--- config.mk ---
export PLATFORM = sky130hd
export DESIGN_NAME = cache_port_arbiter
export DESIGN_NICKNAME = d
export VERILOG_FILES = /design/src/rtl/cache_arb_pkg.sv /design/src/rtl/cache_port_arbiter_rr_pick2.sv /design/src/rtl/cache_port_arbiter.sv
export SDC_FILE = /design/constraint.sdc
export NUM_CORES = 1
export LEC_CHECK = 0
export ABC_AREA = 0
export CORE_MARGIN = 3
export CORE_UTILIZATION = 36
export DETAILED_ROUTE_END_ITERATION = 10
export GPL_ROUTABILITY_DRIVEN = 1
export PLACE_DENSITY_LB_ADDON = 0.15
export SLEW_MARGIN = 20
export SYNTH_ARGS = -nofsm -noshare
export SYNTH_HDL_FRONTEND = slang
export SYNTH_SLANG_ARGS = --single-unit
--- constraint.sdc ---
create_clock -name clk -period 1.3 [get_ports clk]
set_input_delay 0.13 -clock clk [delete_from_list [all_inputs] [get_ports clk]]
set_output_delay 0.13 -clock clk [all_outputs]
set_load 0.01 [all_outputs]
--- src/rtl/cache_arb_pkg.sv ---
// Shared types and constants for the cache port arbiter.
//   arb_state_t     : arbiter FSM states
//   port_idx_t      : requester index (0 = instruction fetch, 1 = data)
//   TIMEOUT_DEFAULT : default c_rdy wait limit for the optional timeout
//   to_cnt_w()      : width of the WAIT-state timeout counter for a given limit
package cache_arb_pkg;

    typedef enum logic [1:0] {
        IDLE,
        ISSUE,
        WAIT,
        DONE
    } arb_state_t;

    typedef logic port_idx_t;

    localparam int unsigned TIMEOUT_DEFAULT = 64;

    function automatic int unsigned to_cnt_w(input int unsigned timeout);
        return $clog2(timeout + 1);
    endfunction

endpackage

--- src/rtl/cache_port_arbiter_rr_pick2.sv ---
// Combinational two-way round-robin selector.
//   req[1:0] : pending requests
//   rr_ptr   : port that wins when both are requesting
//   valid    : at least one request pending
//   winner   : selected port (meaningful only while valid is high)
module rr_pick2
    import cache_arb_pkg::*;
(
    input  logic [1:0] req,
    input  port_idx_t  rr_ptr,
    output logic       valid,
    output port_idx_t  winner
);

    always_comb begin
        valid  = |req;
        winner = port_idx_t'(req[1]);
        if (req == 2'b11) begin
            winner = rr_ptr;
        end
    end

endmodule

--- src/rtl/cache_port_arbiter.sv ---
// Shares the single-ported cache controller between an instruction-fetch
// port (0) and a data port (1) with round-robin fairness.
//   clk, rst_n            : clock, asynchronous active-low reset
//   req/rw/addr/wdata 0|1 : requester commands, req held until ack
//   ack0, ack1            : one-cycle completion pulse to the winner
//   rdata                 : read data, valid while ack0/ack1 is high
//   c_strobe/c_rw/c_addr/c_wdata : command to the cache controller
//   c_rdy, c_rdata        : completion and read data from the controller
// Optional build macro CACHE_ARB_TIMEOUT_EN adds err0/err1 and aborts a
// transaction after TIMEOUT WAIT cycles without c_rdy (rdata forced to 0).
// All outputs are registered.
module cache_port_arbiter
    import cache_arb_pkg::*;
#(
    parameter int unsigned ADDR_W  = 16,
    parameter int unsigned DATA_W  = 8,
    parameter int unsigned TIMEOUT = TIMEOUT_DEFAULT
) (
    input  logic              clk,
    input  logic              rst_n,
    input  logic              req0,
    input  logic              req1,
    input  logic              rw0,
    input  logic              rw1,
    input  logic [ADDR_W-1:0] addr0,
    input  logic [ADDR_W-1:0] addr1,
    input  logic [DATA_W-1:0] wdata0,
    input  logic [DATA_W-1:0] wdata1,
    output logic              ack0,
    output logic              ack1,
    output logic [DATA_W-1:0] rdata,
    output logic              c_strobe,
    output logic              c_rw,
    output logic [ADDR_W-1:0] c_addr,
    output logic [DATA_W-1:0] c_wdata,
    input  logic              c_rdy,
`ifdef CACHE_ARB_TIMEOUT_EN
    output logic              err0,
    output logic              err1,
`endif
    input  logic [DATA_W-1:0] c_rdata
);

    if (TIMEOUT < 2) begin : g_bad_timeout
        $error("cache_port_arbiter: TIMEOUT must be at least 2");
    end

    arb_state_t        state_q, state_d;
    port_idx_t         gnt_q, gnt_d;
    port_idx_t         rr_ptr_q, rr_ptr_d;
    logic              strobe_d, rw_d, ack0_d, ack1_d;
    logic [ADDR_W-1:0] addr_d;
    logic [DATA_W-1:0] wdata_d, rdata_d;

    logic              pick_valid;
    port_idx_t         pick_idx;

`ifdef CACHE_ARB_TIMEOUT_EN
    localparam int unsigned       CNT_W    = to_cnt_w(TIMEOUT);
    localparam logic [CNT_W-1:0]  CNT_LAST = CNT_W'(TIMEOUT - 1);
    logic [CNT_W-1:0] cnt_q, cnt_d;
    logic             err0_d, err1_d;
`endif

    rr_pick2 u_pick (
        .req    ({req1, req0}),
        .rr_ptr (rr_ptr_q),
        .valid  (pick_valid),
        .winner (pick_idx)
    );

    // Next-state and next-output logic; every output is the registered
    // copy of its *_d value, so pulses are set on the transition into
    // the state in which they must be visible.
    always_comb begin
        state_d  = state_q;
        gnt_d    = gnt_q;
        rr_ptr_d = rr_ptr_q;
        strobe_d = 1'b0;
        rw_d     = c_rw;
        addr_d   = c_addr;
        wdata_d  = c_wdata;
        ack0_d   = 1'b0;
        ack1_d   = 1'b0;
        rdata_d  = rdata;
`ifdef CACHE_ARB_TIMEOUT_EN
        cnt_d    = cnt_q;
        err0_d   = 1'b0;
        err1_d   = 1'b0;
`endif
        case (state_q)
            IDLE: begin
                if (pick_valid) begin
                    gnt_d    = pick_idx;
                    rw_d     = pick_idx ? rw1    : rw0;
                    addr_d   = pick_idx ? addr1  : addr0;
                    wdata_d  = pick_idx ? wdata1 : wdata0;
                    strobe_d = 1'b1;
                    state_d  = ISSUE;
                end
            end
            ISSUE: begin
                state_d = WAIT;
`ifdef CACHE_ARB_TIMEOUT_EN
                cnt_d   = '0;
`endif
            end
            WAIT: begin
                if (c_rdy) begin
                    rdata_d = c_rdata;
                    ack0_d  = ~gnt_q;
                    ack1_d  = gnt_q;
                    state_d = DONE;
                end
`ifdef CACHE_ARB_TIMEOUT_EN
                else if (cnt_q == CNT_LAST) begin
                    rdata_d = '0;
                    ack0_d  = ~gnt_q;
                    ack1_d  = gnt_q;
                    err0_d  = ~gnt_q;
                    err1_d  = gnt_q;
                    state_d = DONE;
                end else begin
                    cnt_d = cnt_q + 1'b1;
                end
`endif
            end
            DONE: begin
                rr_ptr_d = ~gnt_q;
                state_d  = IDLE;
            end
            default: state_d = IDLE;
        endcase
    end

    always_ff @(posedge clk or negedge rst_n) begin
        if (!rst_n) begin
            state_q  <= IDLE;
            gnt_q    <= 1'b0;
            rr_ptr_q <= 1'b0;
            c_strobe <= 1'b0;
            c_rw     <= 1'b0;
            c_addr   <= '0;
            c_wdata  <= '0;
            ack0     <= 1'b0;
            ack1     <= 1'b0;
            rdata    <= '0;
`ifdef CACHE_ARB_TIMEOUT_EN
            cnt_q    <= '0;
            err0     <= 1'b0;
            err1     <= 1'b0;
`endif
        end else begin
            state_q  <= state_d;
            gnt_q    <= gnt_d;
            rr_ptr_q <= rr_ptr_d;
            c_strobe <= strobe_d;
            c_rw     <= rw_d;
            c_addr   <= addr_d;
            c_wdata  <= wdata_d;
            ack0     <= ack0_d;
            ack1     <= ack1_d;
            rdata    <= rdata_d;
`ifdef CACHE_ARB_TIMEOUT_EN
            cnt_q    <= cnt_d;
            err0     <= err0_d;
            err1     <= err1_d;
`endif
        end
    end

endmodule

==> out/qor.yml, run 1 <==
violations: "negative setup slack"
die_x_um: 80.8
core_area_sq_mm: 0.00527
synth.distinct_cells: 23
numCtsBuffers: 5
period_minus_slack_ns: 1.36
cp-start-kind: "flop"
clock_latency_ns: 0.29
critPathKind: "reg -> reg"
drive_gt1_frac: 0.295
drv_cap: 0
fin_ws_ns: -0.0588
finalCritPeriodShare: 1.05
maxSlewHeadroom: 0.819
via_per_inst: 5.02
wire_per_inst_um: 15.9
drc_errors: 0
antenna_found_initial: 0
vias: 1868
cts_root_buffer: "clkbuf_8"
synth_fp_nets: 254
hold_violations: 0
syn_avg_cell_area_sq_um: 10.8
r2r_start: "state_q[1]"
clk_pin_slew_ns: 0.08
fill_cells: 464
dieArea_sq_mm: 0.00653
io_buffers: 98
timing.rr.end: "state_q[1]"
pwr_density_cell_mw_per_mm2: 2060
grt_usage: 0.173
cts.htree.levels: 2
grt_overflow: 0
numClockSinks: 40
grt_pass1_vias: 1831
ys_seq_elements: 40
rows: 26
status: "complete, but fails checks"
syn2layout_area_growth_pct: 68.9
final_antenna_net_count: 0
tritoncts: "built"
critPathLaunch: "state_q[1]"
die_h_um: 80.8
synth_top_area_frac: 0.497
grt_max_degree: 41
r2r_slack_ns: -0.06
r2r_cells: 5
clk_path_buf_depth: 2
rsz0062_at_grt: "yes"
p_leak_uw: 0.00140
initial_core_util: 0.382
antenna_cells: 0
arrival_ns: 1.54
synth_area_sq_mm: 0.00201
final_core_utilization: 0.646
grt_first_pass_wirelength_um: 8790
yosysSeqAreaShare: 0.497
first_iter_violations: 83
post_synth_inst_count: 187
total_power_uw: 7000
setup_violations: 21
ir_drop_v: 0.00124
ioPinCount: 99
tightest_slew_ns: 0.270
endpoint: "state_q[1]"
nets: 368
crit_required_ns: 1.48
yosysTopAreaCell: "dfrtp_1"
ys_top_cells_by_area: "dfrtp_1 50%, a31oi_2 9.3%, nand3_1 6.5%, mux2_2 5.0%, o21ai_1 4.7%"
wl_um: 5910
yosysWarnings: 0
max_freq_mhz: 736
place.detailed.hpwl_um: 3970
finClkSkew_ns: 0.00438
cp_max_fo: 3
slew_violations: 0
first_pass_iters: 4
endpoint_kind: "flop"
place.gp.congestion: 0.755
hold_path.class: "in -> async"
==> what timing repair did <==
item | in CTS | in global routing
endpoints found under the setup margin | 67 | 25
cloned | 0 | 4
hold buffers | 1 | 0
gates resized for setup | 40 | 19
buffers inserted | 2 | 0
pin swaps | 1 | 1
endpoints found under the hold margin | 40 | 0
==> sequential cells by signal (all words and copies together) (netlist names) <==
register and cells:
c_addr 16, c_wdata 8, ack1 1, state_q 2
rr_ptr_q 1, ack0 1, rdata 8, c_rw 1
gnt_q 1, c_strobe 1
==> cell usage in the layout (no fill, tap or decap), types with 8 or more instances in the layout <==
cell / n
clkdlybuf4s50_1: 61
dfrtp_1: 40
dlygate4sd2_1: 35
nand3_1: 26
o21ai_1: 19
nor2_2: 17
buf_4: 16
a31oi_2: 15
a31oi_1: 10
mux2_2: 8
==> cell usage after synthesis <==
cell	n
nand2_1	1
o21ai_2	1
a21oi_1	2
mux2_2	9
nor2_2	13
clkbuf_1	3
a31oi_1	10
buf_4	2
a31oi_2	15
ha_1	4
o32a_1	1
nand3_1	26
nand2b_1	1
inv_1	5
and2b_2	1
buf_2	4
nor3b_2	1
o21ai_0	6
dfrtp_1	40
nor2_1	15
o21a_4	1
o21ai_1	19
buf_6	7
==> worst max-delay path, stage by stage (launching register included) <==
cell,delay [ns]
dfrtp_1,0.39
inv_2,0.07
ha_4,0.17
nor3b_4,0.15
a21oi_2,0.16
mux2_4,0.31
==> worst min path at each step <==
| stage | slack, ns | depth (start not counted) | endpoint |
|---|---|---|---|
| after floorplan | -0.17 | 0 | ack0 |
| after global placement | 0.12 | 2 | c_addr[3] |
| after detailed placement | 0.12 | 2 | c_addr[5] |
| after CTS | 0.34 | 3 | c_wdata[1] |
| after global routing | 0.36 | 3 | c_wdata[1] |
| final | 0.33 | 3 | c_addr[3] |
==> power by group <==
part / total, uW / internal, uW / leakage (uW) / switching (uW)
clock network: 1010 / 570 / 0.0000552 / 435
logic: 3740 / 2050 / 0.000884 / 1700
registers: 2250 / 1860 / 0.000460 / 387
total: 7000 / 4480 / 0.00140 / 2520
==> through the flow <==
stage	TNS (ns)	setup WS [ns]	hold WS [ns]	cell area (sq um)	cells
6_report	-0.387	-0.0588	0.327	3400	372
3_5_place_dp	-3.66	-0.190	0.121	3140	357
5_1_grt	-2.47	-0.104	0.358	3400	372
3_3_place_gp	-3.20	-0.185	0.122	3140	357
2_1_floorplan	-0.0612	-0.0612	-0.166	2020	187
4_1_cts	-0.127	-0.0462	0.336	3250	368
==> area by class of cell <==
| class | instances | area [sq um] | share of cell area |
|---|---|---|---|
| sequential | 40 | 1000 | 0.294 |
| timing repair buffer | 122 | 1220 | 0.359 |
| multi-input combinational | 127 | 967 | 0.284 |
| tap | 70 | 87.6 | 0.0257 |
| clock buffer | 6 | 72.6 | 0.0213 |
| inverter | 5 | 18.8 | 0.00552 |
| clock inverter | 2 | 35.0 | 0.0103 |
==> kinds of logic (layout without fill, tap and decap cells) <==
logic type,Yosys count,count (layout),share of synthesized area
compound gates,55,55,0.208
flops,40,40,0.497
simple gates,58,59,0.148
buf+inv,21,135,0.0714
mux,9,9,0.0503
fa+ha+maj,4,4,0.0248
==> metal layers <==
metal / share of wire / vias up / global-route usage
met3: 0.068 / 10 / 0.0421
met4: 0.015 / 0 / 0.0574
met2: 0.51 / 59 / 0.291
met1: 0.41 / 904 / 0.219
met5: 0 / - / 0
li1: - / 895 / -
Power figures use the tool's default switching activity.
==> inputs of run 2 (changes only) <==
CORE_UTILIZATION = 40   (was 36)
PLACE_DENSITY_LB_ADDON = 0.25   (was 0.15)
clock period = 1.4 ns   (was 1.3 ns; I/O delays follow)
==> out/qor.yml, run 2 (same netlist as run 1, synthesis figures left out) <==
status: "finished, final reports clean"
arrival_ns: 1.22  # -0.32 ns
max_freq_mhz: 733
vias: 1807  # -3.3%
crit_slowest_cell: "clkdlybuf4s50_1"
cp_max_fo: 2  # -1
critPathKind: "reg -> out"
met2_usage: 0.336  # +0.0456
cts_root_buffer: "clkbuf_8"
timing.rr.end: "state_q[1]"
hold_violations: 0  # unchanged
setup_violations: 0  # -100%
first_iter_violations: 109  # +31%
register_area_sq_mm: 0.00100  # unchanged
io_buffers: 98  # unchanged
antenna_cells: 0  # unchanged
grt_usage: 0.191  # +0.0179
cts.htree.levels: 2  # unchanged
top_usage_layer: "met2"
numCtsBuffers: 5  # unchanged
fill_cells: 394  # -15%
wl_um: 5510  # -6.9%
tightest_slew_ns: 0.377  # +0.106 ns
finClkSkew_ns: 0.00758  # +0.00321 ns
final_antenna_net_count: 0  # unchanged
r2r_cells: 5  # unchanged
pwr_density_cell_mw_per_mm2: 1900  # -7.5%
endpoint_kind: "primary output"
largest-register: "c_addr"
rows: 25  # -3.8%
die_x_um: 77.0  # -4.8%
cp-start-kind: "flop"
grt_max_degree: 26  # -37%
nets: 362  # -1.6%
pre_cts_slack_ns: -0.108  # +0.0824 ns
reg.largest.list: "c_addr (16), c_wdata (8), rdata (8)"
grt_first_pass_wirelength_um: 8910  # +1.4%
maxSlewHeadroom: 0.749  # -0.0704
core_area_sq_mm: 0.00479  # -9.2%
tritoncts: "built"
total_power_uw: 6250  # -11%
drive_gt1_frac: 0.240  # -0.0548
met1_usage: 0.214  # -0.00448
ioPinCount: 99  # unchanged
p_leak_uw: 0.00132  # -5.8%
clock_latency_ns: 0.29  # about the same
drc_errors: 0  # unchanged
antenna_found_initial: 0  # unchanged
clk_pin_slew_ns: 0.08  # about the same
critical-path-max-stage-delay_ns: 0.55  # +0.16 ns
numClockSinks: 40  # unchanged
grt_overflow: 0  # unchanged
crit_family: "buffers and inverters"
layout_common_cells: "94 x clkdlybuf4s50_1, 40 x dfrtp_1, 26 x nand3_1"
crit_required_ns: 1.26  # -0.22 ns
grt_pass1_vias: 1869  # +2.1%
grt_use_met3: 0.0704  # +0.0283
fin_ws_ns: 0.0357  # +0.0945 ns
clk_path_buf_depth: 2  # unchanged
dieArea_sq_mm: 0.00592  # -9.3%
place.detailed.hpwl_um: 4140  # +4.4%
syn2layout_area_growth_pct: 63.2
critPathBufInv: 1  # unchanged
initial_core_util: 0.421  # +0.0387
multiInputGateArea_sq_um: 903  # -6.6%
r2r_slack_ns: 0.05  # +0.11 ns
slew_violations: 0  # unchanged
finish.instance_area_sq_mm: 0.00329  # -3.3%
r2r_start: "state_q[1]"
hold_path.class: "in -> async"
period_minus_slack_ns: 1.36
ir_drop_v: 0.00114  # -8.2%
drv_cap: 0  # unchanged
final_core_utilization: 0.687  # +0.0415
finalCritPeriodShare: 0.974
worst-path-stages: 1  # -4
first_pass_iters: 4  # unchanged
placed_area_sq_mm: 0.00315  # +0.20%
rsz0062_at_grt: "yes"
place.gp.congestion: 0.774  # +2.6%
final_common_cell: "clkdlybuf4s50_1"
via_per_inst: 4.98  # -0.87%
worstPathCellList: "clkdlybuf4s50_1"
die_h_um: 77.0  # -4.8%
wire_per_inst_um: 15.2  # -4.5%
largest_register_ffs: 16  # unchanged
==> run 2: cell types whose count changed in the layout (fill, tap and decap cells not counted), moves of 2 or more <==
| cell | previous run | this run |
|---|---|---|
| dlygate4sd2_1 | 35 | 0 |
| clkdlybuf4s50_1 | 61 | 94 |
| nor2_1 | 5 | 15 |
| nor2_4 | 6 | 0 |
| nor2_2 | 17 | 13 |
| buf_4 | 16 | 13 |
| clkbuf_16 | 3 | 0 |
| dlymetal6s2s_1 | 1 | 3 |
==> run 2: what timing repair did <==
action | in CTS | in global routing
endpoints found under the setup margin | 9 | 14
gates resized for setup | 5 | 6
setup buffers | 0 | 0
hold buffers | 1 | 0
hold endpoints to repair | 15 | 0
pin swaps | 1 | 0
==> run 2: worst max-delay path by stage <==
stage                from    endpoint
3_3_place_gp         req0  c_wdata[5]
3_5_place_dp         req0   c_addr[6]
6_report       c_addr[14]  c_addr[14]
2_1_floorplan  state_q[0]  state_q[1]
5_1_grt        state_q[1]  state_q[1]
4_1_cts        state_q[0]    rdata[0]
==> run 2: metal layers <==
layer / share of wire / up-vias
met5: 0 / -
li1: - / 881
met1: 0.40 / 855
met4: 0.0040 / 0
met2: 0.50 / 69
met3: 0.088 / 2
==> run 2: through the flow <==
step	instances	setup TNS, ns	hold slack (ns)
after floorplan	187	0	-0.156
after global placement	354	-0.704	0.0825
after detailed placement	354	-1.62	0.0795
after CTS	363	0	0.311
after global routing	363	-0.0203	0.328
final	363	0	0.313
==> run 2: power by group <==
group          switching (uW)  internal (uW)  total [uW]
logic                    1440           1980        3420
registers                 328           1730        2060
clock network             372            402         774
==> run 2: cell type report <==
cell class                 count  area share
clock buffer                   8      0.0274
tap                           67      0.0255
timing repair buffer         117       0.362
multi-input combinational    126       0.275
inverter                       5     0.00571
sequential                    40       0.304
